### src/rtl/imm_encoder.sv
// Searches the 16 ARM rotations for a 32-bit constant's {rot, imm8} encoding.
// Result appears k+1 cycles after accept (16 if not encodable) and is held until out_ready.
module imm_encoder (
  input  logic        clk,
  input  logic        rst_n,
  input  logic        in_valid,
  output logic        in_ready,
  input  logic [31:0] value,
  output logic        out_valid,
  input  logic        out_ready,
  output logic        encodable,
  output logic [11:0] shift_operand,
  output logic        busy
);

  typedef enum logic [1:0] {
    IDLE   = 2'd0,
    SEARCH = 2'd1,
    DONE   = 2'd2
  } state_e;

  state_e      state_q, state_d;
  logic [31:0] value_q, value_d;
  logic [3:0]  k_q, k_d;
  logic        enc_q, enc_d;
  logic [11:0] so_q, so_d;

  logic [4:0]  shamt;
  logic [31:0] cand;

  // Rotating left by 2k undoes the ROR applied by the decoder.
  assign shamt = {k_q, 1'b0};
  assign cand  = (value_q << shamt) | (value_q >> (6'd32 - {1'b0, shamt}));

  always_ff @(posedge clk or negedge rst_n) begin
    if (!rst_n) begin
      state_q <= IDLE;
      value_q <= 32'h0;
      k_q     <= 4'h0;
      enc_q   <= 1'b0;
      so_q    <= 12'h000;
    end else begin
      state_q <= state_d;
      value_q <= value_d;
      k_q     <= k_d;
      enc_q   <= enc_d;
      so_q    <= so_d;
    end
  end

  always_comb begin
    state_d = state_q;
    value_d = value_q;
    k_d     = k_q;
    enc_d   = enc_q;
    so_d    = so_q;
    unique case (state_q)
      IDLE: begin
        if (in_valid) begin
          value_d = value;
          k_d     = 4'h0;
          enc_d   = 1'b0;
          so_d    = 12'h000;
          state_d = SEARCH;
        end
      end
      SEARCH: begin
        if (cand[31:8] == 24'h0) begin
          enc_d   = 1'b1;
          so_d    = {k_q, cand[7:0]};
          state_d = DONE;
        end else if (k_q == 4'hF) begin
          enc_d   = 1'b0;
          so_d    = 12'h000;
          state_d = DONE;
        end else begin
          k_d = k_q + 4'h1;
        end
      end
      DONE: begin
        if (out_ready) begin
          state_d = IDLE;
        end
      end
      default: begin
        state_d = IDLE;
      end
    endcase
  end

  assign in_ready      = (state_q == IDLE);
  assign out_valid     = (state_q == DONE);
  assign busy          = (state_q != IDLE);
  assign encodable     = enc_q;
  assign shift_operand = so_q;

endmodule

### config.mk
export PLATFORM = sky130hd
export DESIGN_NAME = imm_encoder
export DESIGN_NICKNAME = d
export VERILOG_FILES = /design/src/rtl/imm_encoder.sv
export SDC_FILE = /design/constraint.sdc
export NUM_CORES = 1
export LEC_CHECK = 0
export CAP_MARGIN = 20
export CORE_ASPECT_RATIO = 1.4
export CORE_UTILIZATION = 45
export DETAILED_ROUTE_END_ITERATION = 12
export GPL_TIMING_DRIVEN = 0
export PLACE_DENSITY = 0.65
export SLEW_MARGIN = 0
export SYNTH_ARGS = -nofsm -noshare
export SYNTH_HDL_FRONTEND = slang
export SYNTH_SLANG_ARGS = --single-unit
### constraint.sdc
create_clock -name clk -period 10.4 [get_ports clk]
set_clock_uncertainty 0.1 [all_clocks]
set_input_delay 2.08 -clock clk [delete_from_list [all_inputs] [get_ports clk]]
set_output_delay 2.08 -clock clk [all_outputs]
set_load 0.02 [all_outputs]
==> results.sh <==
export IMPL_status="completed"
export IMPL_p_leak_uw=0.00200
export IMPL_fmax_ghz=0.215
export IMPL_synth_seq_cells=51
export IMPL_clock_latency_ns=0.29
export IMPL_setup_viol_count_final=0
export IMPL_yosysWarnings=0
export IMPL_yosys_area_top_type="dfrtp_1"
export IMPL_htreeDepth=2
export IMPL_antenna_found_initial=0
export IMPL_yosysTopAreaCellShare=0.312
export IMPL_fin_crit_sh=0.447
export IMPL_crit_type="flop to flop"
export IMPL_synth_area_leaders="dfrtp_1 (31%), nand2_1 (12%), mux4_2 (11%), mux4_1 (3.2%), mux2i_1 (2.7%)"
export IMPL_required_ns=10.46
export IMPL_overflow=0
export IMPL_ioPinCount=52
export IMPL_synth_area_mux_share=0.183
export IMPL_synth_fa_ha_area_frac=0.00611
export IMPL_min_period_ns=4.64
export IMPL_n_antenna_cell=0
export IMPL_post_cts_repair_setup_buffers=0
export IMPL_numPortBuffers=51
export IMPL_dp_hpwl_um=9490
export IMPL_grt_pass1_vias=3779
export IMPL_avgSynthCellArea_um2=8.76
export IMPL_finalCoreUtilization=0.561
export IMPL_ys_seq_area_frac=0.312
export IMPL_cts_root_buf="clkbuf_16"
export IMPL_max_cap_violations=0
export IMPL_cts_path_max_buffers=2
export IMPL_synth_compound_area_frac=0.190
export IMPL_slew_headroom=0.452
export IMPL_hold_buffers=0
export IMPL_syn_nets=505
export IMPL_fin_nets=564
export IMPL_rows=40
export IMPL_synthArstFlopShare=1.00
export IMPL_die_h_um=115
export IMPL_clock_sinks=51
export IMPL_ys_flop_type="dfrtp_1"
export IMPL_hold_path_class="flop to flop"
export IMPL_synth_edf_count=0
export IMPL_tns_ns=0
export IMPL_gp_congestion=0.997
export IMPL_drive_above_1_share=0.121
export IMPL_cts_tree="yes"
export IMPL_syn2layout_area_growth_pct=19.4
export IMPL_syn_cell_area_um2=4090
export IMPL_slew_violations=0
export IMPL_yosys_area_share_simple=0.242
export IMPL_layout_common_cells="nand2_1 (132), dfrtp_1 (51), clkdlybuf4s50_1 (50), nor2_1 (25), mux4_2 (20)"
export IMPL_initial_core_util=0.470
export IMPL_grt_first_pass_wirelength_um=20200
export IMPL_powerDensity_nw_per_um2=352
export IMPL_fp_dieW_um=82.6
export IMPL_cts_buffers=5
export IMPL_synth_cells=467
export IMPL_drc_errors=0
export IMPL_hold_violations=0
export IMPL_synth_top_family_by_area="simple AND/OR/NAND/NOR gates"
export IMPL_startpoint_type="flop"
export IMPL_grt_max_degree=27
export IMPL_cts_resized=0
export IMPL_crit_fanout=10
export IMPL_core_area_um2=8710
export IMPL_routedWlPerCell_um=19.7
export IMPL_drtIter0Drc=290
export IMPL_wl_um=12500
export IMPL_peakVddDrop_mv=0.163
export IMPL_ant_nets=0
export IMPL_die_area_um2=9490
export IMPL_drt_pass1_iterations=6
export IMPL_vias_per_cell=6.25
export IMPL_vias=3950
export IMPL_yosysUniqueCellTypes=63
export IMPL_synth_xor_xnor_area_share=0.00856
export IMPL_endpoint_kind="flop"
export IMPL_mostFrequentLayoutCell="nand2_1"
export IMPL_max_slew_worst_pin_slew_ns=0.815
export IMPL_grtUsageTotal=0.287
export IMPL_grt_setup_unrepaired="no"
export IMPL_cp_arrival_ns=4.71
export IMPL_clk_pin_slew_worst_paths_ns=0.06
## state kept, by name, summed over array words and instances, names as in the netlist
register and flops:
encodable 1, k_q 4, shift_operand 12, state_q 2
value_q 32
## Yosys cell counts (6+ instances only)
master	instances
nand2b_1	7
o21ai_0	19
inv_1	9
nand2_1	132
dfrtp_1	51
nand3_1	7
buf_2	7
a21oi_1	14
buf_1	6
nor3b_1	8
nor2_1	25
nor3_1	14
o22ai_1	10
nor2b_1	6
a211oi_1	7
clkbuf_1	17
mux2i_1	11
mux4_2	20
o211ai_1	9
## stage by stage
stage	worst slack (ns)	total power, uW	hold WS (ns)	cells	area, um^2
after floorplan	6.88	1220	0.426	467	4090
final	5.76	1720	0.382	632	4890
after detailed placement	5.84	1540	0.377	624	4750
after CTS	5.83	1700	0.392	632	4890
after global placement	5.64	1530	0.369	623	4730
after global routing	5.60	1840	0.440	632	4890
## critical path, cell delays in order, from the launching register on
cell	delay, ns
dfrtp_1	0.52
buf_6	0.22
buf_8	0.16
buf_2	0.27
inv_1	0.22
ha_1	0.51
clkbuf_1	0.42
buf_2	0.37
mux4_2	0.38
nor3_1	0.14
nand2_1	0.08
a211oi_2	0.31
a2bb2oi_2	0.28
a21oi_2	0.14
o32ai_1	0.37
## path summary, 6_finish.rpt
path                       depth (start not counted)       from  slack [ns]                to
max                                               14     k_q[0]        5.76            k_q[3]
min                                                2  encodable        0.38         encodable
max reg2reg                                       14     k_q[0]        5.76            k_q[3]
min reg2reg                                        2  encodable        0.38         encodable
max in group asynchronous                          2      rst_n        7.96  shift_operand[4]
min in group asynchronous                          1      rst_n        1.68        value_q[3]
## final cells by class
cell class	count	area [um^2]
well taps	105	131
clock inverters	1	5.00
multi-input cells	369	2570
plain buffers	38	208
fillers	833	3820
clock buffers	7	133
flip-flops and latches	51	1280
inverters	9	33.8
repair buffers	52	526
## power breakdown
part           switching (uW)  total (uW)  internal, uW
Clock                    71.1         160          89.1
Sequential                121         387           266
Combinational             672        1170           501
Total                     865        1720           855
## routing by layer
layer / vias up / share of wire / global-route usage
li1: 1830 / - / -
met1: 1919 / 0.41 / 0.367
met2: 168 / 0.50 / 0.477
met3: 33 / 0.051 / 0.0429
met4: 0 / 0.035 / 0.118
met5: - / 0 / 0
## cell families after synthesis
family	Yosys count
AND/OR/NAND/NOR	218
AO/OA/AOI/OAI	104
flip-flops	51
buffers and inverters	47
multiplexers	41
XOR/XNOR	4
adder cells (fa/ha/maj)	2
Power figures use the tool's default switching activity.
